File: src/rtl/huff_pkg.sv
// huff_pkg
//   Shared definitions for the Huffman frame sequencer:
//   - default geometry (bytes per word, frame depth in words, bytes per line)
//   - sequencer state enumeration
//   - width helpers for word addresses, word counts and lane/line counters
package huff_pkg;

  localparam int DEF_WORD_BYTES = 20;
  localparam int DEF_MAX_WORDS  = 256;
  localparam int DEF_LINE_BYTES = 255;

  typedef enum logic [1:0] {
    FILL  = 2'd0,
    DRAIN = 2'd1,
    KICK  = 2'd2,
    WAIT  = 2'd3
  } seq_state_e;

  // Bits needed to index 0..n-1 (at least one bit).
  function automatic int idx_bits(input int n);
    return (n > 1) ? $clog2(n) : 1;
  endfunction

  // Bits needed to hold a count 0..n.
  function automatic int count_bits(input int n);
    return $clog2(n + 1);
  endfunction

  localparam int ADDR_W  = idx_bits(DEF_MAX_WORDS);
  localparam int COUNT_W = count_bits(DEF_MAX_WORDS);

endpackage

File: src/rtl/huff_word_packer.sv
// huff_word_packer
//   Packs accepted bytes into WORD_BYTES-wide words, byte n of a word at
//   bits [8n+7:8n]. When the last lane fills, or a flush byte arrives, the
//   completed word (unfilled lanes forced to zero) is registered onto the
//   write port for exactly one cycle and the pack register restarts empty.
//
// Ports
//   clk, reset     : clock, asynchronous active-high reset
//   accept_i       : a byte is accepted this cycle
//   data_i         : accepted byte
//   flush_i        : accepted byte closes the word early (end of frame)
//   word_done_o    : combinational, this acceptance completes a word
//   wr_en_o        : registered write strobe, one cycle after completion
//   wr_data_o      : registered packed word (held between writes)
module huff_word_packer
  import huff_pkg::*;
#(
  parameter int WORD_BYTES = DEF_WORD_BYTES
) (
  input  logic                    clk,
  input  logic                    reset,
  input  logic                    accept_i,
  input  logic [7:0]              data_i,
  input  logic                    flush_i,
  output logic                    word_done_o,
  output logic                    wr_en_o,
  output logic [WORD_BYTES*8-1:0] wr_data_o
);

  localparam int LANE_W = idx_bits(WORD_BYTES);

  logic [LANE_W-1:0]       lane_q, lane_d;
  logic [WORD_BYTES*8-1:0] pack_q, pack_d;
  logic [WORD_BYTES*8-1:0] word_d;
  logic                    wr_en_q;
  logic [WORD_BYTES*8-1:0] wr_data_q;

  // Word as it would look with the incoming byte merged in: lanes below the
  // current lane come from the pack register, the current lane takes the
  // new byte, and every lane above it is explicitly zero.
  always_comb begin
    word_d = '0;
    for (int k = 0; k < WORD_BYTES; k++) begin
      if (LANE_W'(k) < lane_q) begin
        word_d[8*k +: 8] = pack_q[8*k +: 8];
      end else if (LANE_W'(k) == lane_q) begin
        word_d[8*k +: 8] = data_i;
      end
    end
  end

  assign word_done_o = accept_i && (flush_i || (lane_q == LANE_W'(WORD_BYTES - 1)));

  always_comb begin
    lane_d = lane_q;
    pack_d = pack_q;
    if (accept_i) begin
      if (word_done_o) begin
        lane_d = '0;
        pack_d = '0;
      end else begin
        lane_d = lane_q + 1'b1;
        pack_d = word_d;
      end
    end
  end

  always_ff @(posedge clk or posedge reset) begin
    if (reset) begin
      lane_q    <= '0;
      pack_q    <= '0;
      wr_en_q   <= 1'b0;
      wr_data_q <= '0;
    end else begin
      lane_q  <= lane_d;
      pack_q  <= pack_d;
      wr_en_q <= word_done_o;
      if (word_done_o) begin
        wr_data_q <= word_d;
      end
    end
  end

  assign wr_en_o   = wr_en_q;
  assign wr_data_o = wr_data_q;

endmodule

File: src/rtl/huff_frame_sequencer.sv
// huff_frame_sequencer
//   Collects a frame of source bytes into a word-addressed frame buffer,
//   then launches the Huffman encoder and waits for it to finish before
//   accepting the next frame.
//
//   FILL  : accept bytes, write a word whenever one completes
//   DRAIN : one cycle while the final word write is on the port
//   KICK  : start and frame_pulse high for one cycle
//   WAIT  : hold until enc_done, then clear per-frame state and refill
//
// Handshake: a byte transfers on a rising edge where in_valid and in_ready
// are both high; in_ready is high only in FILL, so a byte is never taken
// and dropped -- the source simply holds it while in_ready is low.
//
// Ports
//   clk, reset            : clock, asynchronous active-high reset
//   in_valid/in_data/in_last/in_ready : byte source handshake
//   wr_en/wr_addr/wr_data : frame buffer write port
//   line_pulse            : cycle after every LINE_BYTES-th byte of a frame
//   frame_pulse, start    : one-cycle frame end / encoder launch (KICK)
//   enc_done              : encoder finished, honoured only in WAIT
//   frame_words           : words written in the current frame
//   busy                  : sequencer is not in FILL
//   ovf                   : frame was truncated at MAX_WORDS words
//   dbg_state             : current sequencer state
module huff_frame_sequencer
  import huff_pkg::*;
#(
  parameter int WORD_BYTES = DEF_WORD_BYTES,
  parameter int MAX_WORDS  = DEF_MAX_WORDS,
  parameter int LINE_BYTES = DEF_LINE_BYTES
) (
  input  logic                               clk,
  input  logic                               reset,
  input  logic                               in_valid,
  input  logic [7:0]                         in_data,
  input  logic                               in_last,
  output logic                               in_ready,
  output logic                               wr_en,
  output logic [idx_bits(MAX_WORDS)-1:0]     wr_addr,
  output logic [WORD_BYTES*8-1:0]            wr_data,
  output logic                               line_pulse,
  output logic                               frame_pulse,
  output logic                               start,
  input  logic                               enc_done,
  output logic [count_bits(MAX_WORDS)-1:0]   frame_words,
  output logic                               busy,
  output logic                               ovf,
  output seq_state_e                         dbg_state
);

  localparam int A_W    = idx_bits(MAX_WORDS);
  localparam int C_W    = count_bits(MAX_WORDS);
  localparam int LINE_W = idx_bits(LINE_BYTES);

  seq_state_e        state_q;
  logic [A_W-1:0]    word_idx_q;
  logic [A_W-1:0]    wr_addr_q;
  logic [C_W-1:0]    frame_words_q;
  logic [LINE_W-1:0] line_cnt_q;
  logic              line_pulse_q;
  logic              start_q;
  logic              frame_pulse_q;
  logic              ovf_q;

  logic accept;
  logic word_done;

  assign in_ready = (state_q == FILL);
  assign accept   = in_valid && in_ready;

  huff_word_packer #(
    .WORD_BYTES (WORD_BYTES)
  ) u_packer (
    .clk         (clk),
    .reset       (reset),
    .accept_i    (accept),
    .data_i      (in_data),
    .flush_i     (in_last),
    .word_done_o (word_done),
    .wr_en_o     (wr_en),
    .wr_data_o   (wr_data)
  );

  always_ff @(posedge clk or posedge reset) begin
    if (reset) begin
      state_q       <= FILL;
      word_idx_q    <= '0;
      wr_addr_q     <= '0;
      frame_words_q <= '0;
      line_cnt_q    <= '0;
      line_pulse_q  <= 1'b0;
      start_q       <= 1'b0;
      frame_pulse_q <= 1'b0;
      ovf_q         <= 1'b0;
    end else begin
      line_pulse_q  <= 1'b0;
      start_q       <= 1'b0;
      frame_pulse_q <= 1'b0;

      if (accept) begin
        if (line_cnt_q == LINE_W'(LINE_BYTES - 1)) begin
          line_cnt_q   <= '0;
          line_pulse_q <= 1'b1;
        end else begin
          line_cnt_q <= line_cnt_q + 1'b1;
        end
      end

      // The address goes out alongside the packer's registered word.
      if (word_done) begin
        wr_addr_q     <= word_idx_q;
        word_idx_q    <= word_idx_q + 1'b1;
        frame_words_q <= frame_words_q + 1'b1;
      end

      case (state_q)
        FILL: begin
          // The line counter clear overrides the increment above; a line
          // pulse due on the final byte still fires.
          if (accept && in_last) begin
            state_q    <= DRAIN;
            line_cnt_q <= '0;
          end else if (word_done && (word_idx_q == A_W'(MAX_WORDS - 1))) begin
            state_q    <= DRAIN;
            ovf_q      <= 1'b1;
            line_cnt_q <= '0;
          end
        end
        DRAIN: begin
          state_q       <= KICK;
          start_q       <= 1'b1;
          frame_pulse_q <= 1'b1;
        end
        KICK: begin
          state_q <= WAIT;
        end
        WAIT: begin
          if (enc_done) begin
            state_q       <= FILL;
            word_idx_q    <= '0;
            frame_words_q <= '0;
            line_cnt_q    <= '0;
            ovf_q         <= 1'b0;
          end
        end
        default: begin
          state_q <= FILL;
        end
      endcase
    end
  end

  assign wr_addr     = wr_addr_q;
  assign frame_words = frame_words_q;
  assign line_pulse  = line_pulse_q;
  assign start       = start_q;
  assign frame_pulse = frame_pulse_q;
  assign ovf         = ovf_q;
  assign busy        = (state_q != FILL);
  assign dbg_state   = state_q;

endmodule

File: config.mk
export PLATFORM = sky130hd
export DESIGN_NAME = huff_frame_sequencer
export DESIGN_NICKNAME = d
export VERILOG_FILES = /design/src/rtl/huff_pkg.sv /design/src/rtl/huff_word_packer.sv /design/src/rtl/huff_frame_sequencer.sv
export SDC_FILE = /design/constraint.sdc
export NUM_CORES = 1
export LEC_CHECK = 0
export ABC_AREA = 1
export BUFFER_PORTS_ARGS = -buffer_cell sky130_fd_sc_hd__buf_4
export CORE_UTILIZATION = 50
export CTS_CLUSTER_SIZE = 30
export DETAILED_ROUTE_END_ITERATION = 10
export GPL_TIMING_DRIVEN = 0
export PLACE_DENSITY_LB_ADDON = 0.1
export SLEW_MARGIN = 20
export SYNTH_ARGS = -nofsm -noshare
export SYNTH_HDL_FRONTEND = slang
export SYNTH_SLANG_ARGS = --single-unit
File: constraint.sdc
create_clock -name clk -period 15.8 [get_ports clk]
set_clock_uncertainty 0.05 [all_clocks]
set_input_delay 3.16 -clock clk [delete_from_list [all_inputs] [get_ports clk]]
set_output_delay 3.16 -clock clk [all_outputs]
set_load 0.02 [all_outputs]
### Yosys cells after proc, flatten, opt, wreduce, memory -nomap -nowiden

Index checks and enable logic that the tools add are counted.

* bits in latches: 0
* bits of input ports: 13
* logic and storage cells: 141
* flip-flop bits (word level): 364
* memories kept: 0
* bits in writable memories: 0
* output and inout bits: 186
* bits in read-only memories: 0

* bitwise gates (word level): 0
* shift-type cells: 0
* $mul: 0
* order comparisons: 20
* reductions and logical operators: 11
* add/sub/neg operators: 4
* equality and inequality tests: 29
* divide/modulo/power cells: 0
* muxes and demuxes: 65

Operators by type and width (count)
* 8-bit 2-to-1 mux: 48
* 160-bit 2-to-1 mux: 1
* 4-bit by 5-bit equality test with 1-bit output, first input constant: 8
* 4-bit by 5-bit < comparator with 1-bit output, first input constant: 8
* 9-bit 2-to-1 mux: 3
* 3-bit by 5-bit equality test with 1-bit output, first input constant: 4
* 5-bit equality test, first input constant: 4
* 3-bit by 5-bit < comparator with 1-bit output, first input constant: 4
* 5-bit < comparator, first input constant: 4
* 8-bit by 1-bit adder with 8-bit output, second input constant: 2
* 8-bit equality test, second input constant: 2
* 8-bit case mux with 2 select lines: 1
* 2-bit by 5-bit equality test with 1-bit output, first input constant: 2
* 1-bit by 5-bit < comparator with 1-bit output, first input constant: 2
* 2-bit by 5-bit < comparator with 1-bit output, first input constant: 2
* 9-bit by 1-bit adder with 9-bit output, second input constant: 1
* 2-bit case mux with 4 select lines: 1
* 1-bit 2-to-1 mux: 6
* 2-bit 2-to-1 mux: 3
* 5-bit by 1-bit adder with 5-bit output, second input constant: 1
* 1-bit by 5-bit equality test with 1-bit output, first input constant: 1
* 5-bit equality test, second input constant: 1
* 5-bit logical NOT: 1
* 5-bit 2-to-1 mux: 1
* 12 further kinds: 18

### Depth between registers and ports, before layout

Gate-level depths: netlist of run 1.

* depth after elaboration: 7
* gate-level depth with buffers: 10

### Cells and area by module

A second synthesis of run 1 with hierarchy kept.

* cell total of the unflattened synthesis: 2153
* area total of the unflattened synthesis: 16916.2 µm²

Modules (own cells, without submodules)
* huff_word_packer: cells an instance 1911, area each 14959.3 µm², times used 1
* huff_frame_sequencer: cells an instance 242, area each 1956.9 µm², times used 1

### Least setup slack after synthesis of run 1

Ideal clock, no wire load.

* path kind: register to output
* from: register state_q[0], in the netlist dbg_state[0]
* to: output port busy
* cell stages (with the launch flop): 4
* arrival time: 1.132 ns
* path buffers: 0
* path slack: 11.458 ns
* data required time: 12.590 ns
* path through: dfrtp_1 -> inv_1 -> ha_1 -> inv_1

* longest elaborated chain between the ends: 1

Ends and longest elaborated chain
* start: declaration: line huff_frame_sequencer.sv:56 `seq_state_e state_q;`
* start signal: assignment: line huff_frame_sequencer.sv:87 `state_q <= FILL;`
* start signal: assignment: line huff_frame_sequencer.sv:122 `state_q <= DRAIN;`
* start signal: assignment: line huff_frame_sequencer.sv:125 `state_q <= DRAIN;`
* 2-bit nonzero test: line huff_frame_sequencer.sv:160 `assign busy = (state_q != FILL);`
* end: declaration: line huff_frame_sequencer.sv:47 `output logic busy,`

Every way passes these cells.

### Worst setup path in the final report of run 1

* from: input port in_valid
* to: register u_packer.wr_data_q[151], in the netlist u_packer.wr_data_o[151]

* longest elaborated chain between the ends: 2

Ends and longest elaborated chain
* start: declaration: line huff_frame_sequencer.sv:35 `input logic in_valid,`
* 1-bit logical AND: line huff_frame_sequencer.sv:70 `assign accept = in_valid && in_ready;`
* 1-bit logical AND: line huff_word_packer.sv:52 `assign word_done_o = accept_i && (flush_i || (lane_q == LANE_W'(WORD_BYTES - 1)));`
* end signal: assignment: line huff_word_packer.sv:79 `wr_data_q <= word_d;`
* end: declaration: line huff_word_packer.sv:36 `logic [WORD_BYTES*8-1:0] wr_data_q;`

Every way passes these cells.
A chain may end at the register's enable or synchronous reset.

==> reports/metrics.csv, run 1 <==
stage,metric,value,unit
clock_network,clk_latency,0.52,ns
floorplanning,core_area,31720,um2
routing,drc,0,
floorplanning,ios,199,
yosys,ys_async_sr_fraction,100.0,%
pwr,ir_worst_vdd,0.09605,mV
global_routing,grt_pass1_wl,73150,um
timing,worst_slew_pin_slew,0.9992,ns
pwr,netSwitchingPower,1.184,mW
worst_setup_path,cp_max_fo,10,
global_routing,grt_usage,28.12,%
timing,timing.final.ws_setup,10.92,ns
worst_setup_path,r2r_cells,9,
timing,fin_crit_sh,30.88,%
yosys,synth_flop_cell,dfrtp_1,
yosys,synth_top_cells_by_area,"dfrtp_1 56%, nand2_1 16%, o21ai_0 6.1%, inv_1 5.3%, o22ai_1 4.9%",
yosys,synth_cell_types,34,
cells_and_area,drive_gt1_share,15.15,%
run_status,status,"complete, no violations",
global_routing,grt_antenna_before_repair,0,
worst_setup_path,reg2reg_from,dbg_state[0],
yosys,syn_area,16210,um2
placement,pre_cts_ws,10.37,ns
floorplanning,initial_utilization,51.11,%
cells_and_area,syn_to_final_growth,20.72,%
routing,drt_iter0_drc,1154,
routing,vias,14080,
clock_network,cts_hold_buf,0,
min_path,hold_end,u_packer.pack_q[0],
worst_setup_path,reg2reg_slack,12.85,ns
pwr,p_leak,9.710,nW
min_path,whs_path_depth,2,
yosys,ys_seq_elements,364,
routing,drt_first_pass_iters,7,
clock_network,cts.repair.resized,0,
cells_and_area,antenna_cells,0,
pwr,power.density,162.9,nW/um2
timing,holdWs,0.4306,ns
yosys,yosysTopAreaCell,dfrtp_1,
clock_network,cts_sinks,364,
placement,hpwlAfterDp,31390,um
routing,via_per_inst,5.363,
min_path,min_from,u_packer.pack_q[0],
floorplanning,die_area,33150,um2
timing,setup_viol,0,
pwr,swShare,37.15,%
cells_and_area,fin_nets,2223,
clock_network,cts_made_buffers,38,
clock_network,cts_tree,built,
floorplanning,rows,65,
timing,fin_setup_tns,0,ns
yosys,postSynthNetCount,1982,
worst_setup_path,required,16.21,ns
clock_network,cts-root-buf,clkbuf_16,
floorplanning,die_h,182.1,um
yosys,synth-edff-count,0,
clock_network,clockBufferDepth,3,
timing,drv_slew,0,
pwr,internal-power,2.003,mW
worst_setup_path,end_kind,flop,
routing,wl,45800,um
yosys,synth_top_cell_area_share,56.19,%
cells_and_area,fill_cells,2839,
min_path,min_path_type,flop to flop,
worst_setup_path,cp-start-kind,input pin,
global_routing,grt_max_degree,107,
run,drv_cap,0,
clock_network,path_clk_slew,0.06,ns
timing,hold_viol_final,0,
timing,fin_crit,4.879,ns
timing,rsz0062_at_grt,false,
clock_network,htree_num_levels,2,
pwr,combPwrFrac,32.9,%
pwr,power_frac_clock,28.4,%
global_routing,gr-total-overflow,0,
yosys,post-synth-top-count-cell,nand2_1,
placement,routabilityCongestion,0.8988,
worst_setup_path,worstSetupPathType,input pin to flop,
yosys,syn_inst,1957,
floorplanning,die_w,182.1,um
timing,timing.fmax,205.0,MHz
global_routing,grt_pass1_vias,13550,
routing,wl_per_cell,17.44,um
clock_network,postCtsSetupBuffers,0,
yosys,seq_area_frac_synth,56.19,%
yosys,ys_warn_count,0,
pwr,power.share.sequential,38.7,%
placement,port_buffers,197,
yosys,postSynthAreaPerCell,8.283,um2
worst_setup_path,r2r-end,u_packer.wr_data_o[151],
yosys,yosys-top-cells-count,"696 x nand2_1, 364 x dfrtp_1, 228 x inv_1, 196 x o21ai_0, 128 x o22ai_1",
worst_setup_path,arrival,5.29,ns
pwr,total_power,3.188,mW
routing,postRouteAntennaNets,0,
timing,max_slew_margin,33.38,%
## worst max-delay path, stage by stage
cell	delay, ns
buf_4	0.11
nand2_2	0.21
clkinv_1	0.35
nand2_2	0.45
buf_2	0.37
buf_2	0.42
nand2_1	0.10
nand2_1	0.09
## state kept, by name, summed over array words and instances (netlist names)
name                flops
frame_words             9
frame_pulse             1
wr_addr                 8
u_packer.wr_data_o    160
u_packer.wr_en_o        1
dbg_state               2
u_packer.lane_q         5
u_packer.pack_q       160
ovf                     1
word_idx_q              8
line_pulse              1
line_cnt_q              8
## final cells by class
cell class / instances / area [um2] / area share, %
multi-input cells: 1254 / 5744 / 29.35
inverters: 243 / 919.6 / 4.699
clock inverters: 12 / 135.1 / 0.6905
repair buffers: 201 / 1589 / 8.120
plain buffers: 96 / 445.4 / 2.276
clock buffers: 54 / 1125 / 5.748
flip-flops and latches: 364 / 9109 / 46.54
well taps: 402 / 503.0 / 2.570
## how the worst max path moves through the flow
stage	start	cells past startpoint	slack, ns	end
finish	in_valid	8	10.92	u_packer.wr_data_o[151]
global route	in_valid	8	10.83	u_packer.wr_data_o[151]
CTS	in_valid	8	10.92	u_packer.wr_data_o[151]
detailed placement	in_valid	8	10.37	u_packer.wr_data_o[151]
global placement	reset	2	-1.61	u_packer.wr_data_o[80]
floorplan	reset	1	2.49	dbg_state[0]
## power groups by stage
stage,Clock [mW],Sequential [mW],Combinational [mW]
final,0.905,1.23,1.05
after global routing,0.958,1.25,1.15
after CTS,0.918,1.23,1.05
after floorplan,0,1.38,0.483
after global placement,0,1.25,1.02
after detailed placement,0,1.25,1.04
## metal layers
layer  track usage [%]  vias to the layer above  part of all wire (%)
li1                  -                     6724                     -
met1             40.41                     6799                    45
met2             44.55                      470                    46
met3             3.752                       89                   5.8
met4             8.706                        0                   2.7
met5                 0                        -                     0
## kinds of logic (layout without fill, tap and decap cells)
group,Yosys count,after routing,share of synthesized area [%]
xor+xnor,6,6,0.3242
flops,364,364,56.19
simple gates,857,857,21.15
compound gates,379,379,13.04
fa+ha+maj,12,12,0.9262
buf+inv,339,606,8.375
## metrics by stage
stage | area, um2 | std cells | util [%]
floorplan | 16210 | 1957 | -
global placement | 18190 | 2556 | 57.36
detailed placement | 18310 | 2560 | 57.73
CTS | 19570 | 2626 | 61.70
global route | 19570 | 2626 | 61.70
finish | 19570 | 2626 | 61.70
## cell usage in the layout (no fill, tap or decap), drive strengths merged
master	Yosys	routed
bufinv	0	3
nand4	6	6
a22oi	7	7
nor2	66	66
dfrtp	364	364
o21ai	223	223
ha	12	12
a21oi	11	11
inv	235	235
or2	2	2
nand3	77	77
a22o	1	1
nor3	4	4
clkinv	8	17
buf	47	248
xor2	6	6
nand2	702	702
clkbuf	49	103
o22ai	128	128
o21a	1	1
a31oi	8	8
Note: power is estimated with default switching activity, not from simulation.
==> run 2: changes to the inputs <==
--- a/config.mk
+++ b/config.mk
@@ -5,7 +5,7 @@
 export SDC_FILE = /design/constraint.sdc
 export NUM_CORES = 1
 export LEC_CHECK = 0
-export ABC_AREA = 1
+export ABC_AREA = 0
 export BUFFER_PORTS_ARGS = -buffer_cell sky130_fd_sc_hd__buf_4
 export CORE_UTILIZATION = 50
 export CTS_CLUSTER_SIZE = 30
==> constraint.sdc (replaced) <==
create_clock -name clk -period 4.6 [get_ports clk]
set_clock_uncertainty 0.05 [all_clocks]
set_input_delay 0.92 -clock clk [delete_from_list [all_inputs] [get_ports clk]]
set_output_delay 0.92 -clock clk [all_outputs]
set_load 0.02 [all_outputs]
==> reports/metrics.csv, run 2 <==
stage,metric,value,unit
pwr,total_power,12.30,mW
clock_network,path_clk_slew,0.06,ns
cells_and_area,final_common_cell,dfrtp_1,
pwr,netSwitchingPower,4.602,mW
cells_and_area,fin_nets,1774,
floorplanning,die_w,179.3,um
floorplanning,initial_utilization,51.09,%
yosys,ys_seq_elements,364,
yosys,ys_async_sr_fraction,100.0,%
run_status,violations,design-rule violations,
yosys,postSynthAreaPerCell,10.48,um2
clock_network,clk_latency,0.53,ns
timing,fin_crit_sh,72.06,%
placement,port_buffers,198,
routing,drt_first_pass_iters,9,
floorplanning,die_h,179.3,um
timing,hold_viol_final,0,
yosys,syn_area,15710,um2
yosys,synth-edff-count,0,
pwr,combPwrFrac,36.5,%
cells_and_area,fill_cells,2556,
pwr,power_frac_clock,27.7,%
global_routing,gr-total-overflow,0,
routing,drt_iter0_drc,1387,
yosys,yosysTopAreaCell,dfrtp_1,
global_routing,grt_antenna_before_repair,0,
pwr,swShare,37.41,%
clock_network,cts_made_buffers,39,
placement,hpwlAfterDp,33600,um
pwr,ir_worst_vdd,0.3129,mV
pwr,power.density,636.2,nW/um2
worst_setup_path,required,4.91,ns
yosys,synth_cell_types,61,
global_routing,grt_max_degree,36,
timing,worst_slew_pin_slew,1.146,ns
routing,wl_per_cell,22.70,um
floorplanning,rows,64,
routing,drc,28,
floorplanning,ios,199,
floorplanning,core_area,30750,um2
clock_network,cts_sinks,364,
routing,vias,13530,
pwr,power.share.sequential,35.7,%
routing,postRouteAntennaNets,0,
yosys,synth_flop_cell,dfrtp_1,
routing,wl,49370,um
floorplanning,die_area,32130,um2
worst_setup_path,end_kind,flop,
clock_network,cts_tree,built,
global_routing,grt_pass1_wl,76180,um
cells_and_area,antenna_cells,0,
worst_setup_path,arrival,3.62,ns
cells_and_area,final_core_util,62.89,%
clock_network,postCtsSetupBuffers,0,
cells_and_area,final_cell_mix,"364 x dfrtp_1, 235 x nor2_1, 205 x buf_4",
cells_and_area,regArea,9109,um2
clock_network,cts-root-buf,clkbuf_16,
worst_setup_path,worstSetupPathType,flop to flop,
clock_network,cts_hold_buf,0,
timing,rsz0062_at_grt,false,
timing,fin_crit,3.315,ns
worst_setup_path,cp-start-kind,flop,
yosys,seq_area_frac_synth,57.98,%
pwr,internal-power,7.701,mW
yosys,post-synth-top-count-cell,dfrtp_1,
timing,timing.final.ws_setup,1.285,ns
min_path,min_path_type,input pin to async pin,
pwr,p_leak,8.869,nW
clock_network,htree_num_levels,2,
timing,max_slew_margin,23.58,%
yosys,postSynthNetCount,1524,
worst_setup_path,cp_max_fo,10,
yosys,syn_inst,1499,
timing,timing.fmax,301.7,MHz
placement,routabilityCongestion,0.9368,
cells_and_area,multi_input_area,6001,um2
yosys,synth_top_cells_by_area,"dfrtp_1 58%, a221oi_1 5.8%, nor2_1 5.6%, a22o_1 4.0%, nand2_1 3.4%",
placement,pre_cts_ws,1.346,ns
run_status,status,"finished, violations left",
yosys,synth_top_cell_area_share,57.98,%
clock_network,clockBufferDepth,3,
clock_network,cts.repair.resized,0,
global_routing,grt_usage,31.36,%
cells_and_area,syn_to_final_growth,23.11,%
yosys,yosys-top-cells-count,"364 x dfrtp_1, 235 x nor2_1, 144 x nand2_1, 104 x a221oi_1, 92 x o21ai_0",
run,drv_cap,0,
cells_and_area,drive_gt1_share,19.62,%
timing,drv_slew,0,
routing,via_per_inst,6.218,
yosys,ys_warn_count,0,
timing,setup_viol,0,
global_routing,grt_pass1_vias,13000,
run 2: cell count changes after synthesis, moves of 104 or more:
cell	change
a221oi_1	+104
inv_1	-216
o21ai_0	-104
nor2_1	+176
o22ai_1	-128
nand2_1	-552
run 2: final cells by class:
| class | instances | area share [%] |
|---|---|---|
| well taps | 396 | 2.562 |
| inverters | 12 | 0.2523 |
| clock buffers | 54 | 6.023 |
| repair buffers | 209 | 8.824 |
| flip-flops and latches | 364 | 47.10 |
| multi-input cells | 995 | 31.03 |
| plain buffers | 128 | 2.950 |
| clock inverters | 17 | 1.262 |
run 2: per-layer routing:
metal	vias up	track usage, %	routed length, um
met4	0	12.04	1710
met3	106	4.389	4149
met5	-	0	0
met2	691	48.04	22480
li1	5960	-	-
met1	6768	45.15	21040
run 2: metrics by stage:
| step | instances | hold WS, ns | setup TNS, ns | cell area, um2 |
|---|---|---|---|---|
| final | 2175 | 0.4126 | 0 | 19340 |
| after global routing | 2175 | 0.4467 | 0 | 19340 |
| after CTS | 2175 | 0.4267 | 0 | 19330 |
| after detailed placement | 2104 | 0.4163 | 0 | 17920 |
| after global placement | 2093 | 0.4122 | -1189.01 | 17690 |
| after floorplan | 1499 | 0.3998 | -455.81 | 15710 |
run 2: final timing paths:
check                              from                       to  slack (ns)  cells after the start
max                        dbg_state[0]   u_packer.wr_data_o[66]        1.29                     10
min                               reset  u_packer.wr_data_o[103]        0.41                      2
max reg2reg                dbg_state[0]   u_packer.wr_data_o[66]        1.29                     10
min reg2reg                  wr_addr[1]               wr_addr[1]        0.42                      2
max in group asynchronous         reset   u_packer.wr_data_o[73]        2.79                      6
min in group clk             wr_addr[1]               wr_addr[1]        0.42                      2
run 2: logic make-up after synthesis:
logic type / after synthesis / synth area share [%]
xor gates and xnor gates: 7 / 0.3903
buffers and inverters: 140 / 3.919
AOI/OAI and AO/OA: 439 / 21.06
and+or+nand+nor: 529 / 15.18
adders and majority gates: 12 / 0.9558
DFF: 364 / 57.98
muxes: 8 / 0.5098
run 2: power by group through the flow:
| stage | sequential (mW) | combinational [mW] | clock (mW) |
|---|---|---|---|
| 2_1_floorplan | 5.09 | 2.00 | 0 |
| 3_3_place_gp | 4.44 | 4.36 | 0 |
| 3_5_place_dp | 4.44 | 4.46 | 0 |
| 4_1_cts | 4.40 | 4.48 | 3.44 |
| 5_1_grt | 4.49 | 4.89 | 3.56 |
| 6_report | 4.40 | 4.50 | 3.41 |
run 2: critical path, stage by stage, from the launching register on:
cell      delay, ns
dfrtp_1        0.43
inv_1          0.12
ha_1           0.24
clkbuf_1       0.19
and4_1         0.25
a21oi_2        0.23
buf_4          0.28
buf_6          0.16
buf_2          0.34
clkbuf_1       0.59
o21ai_0        0.25
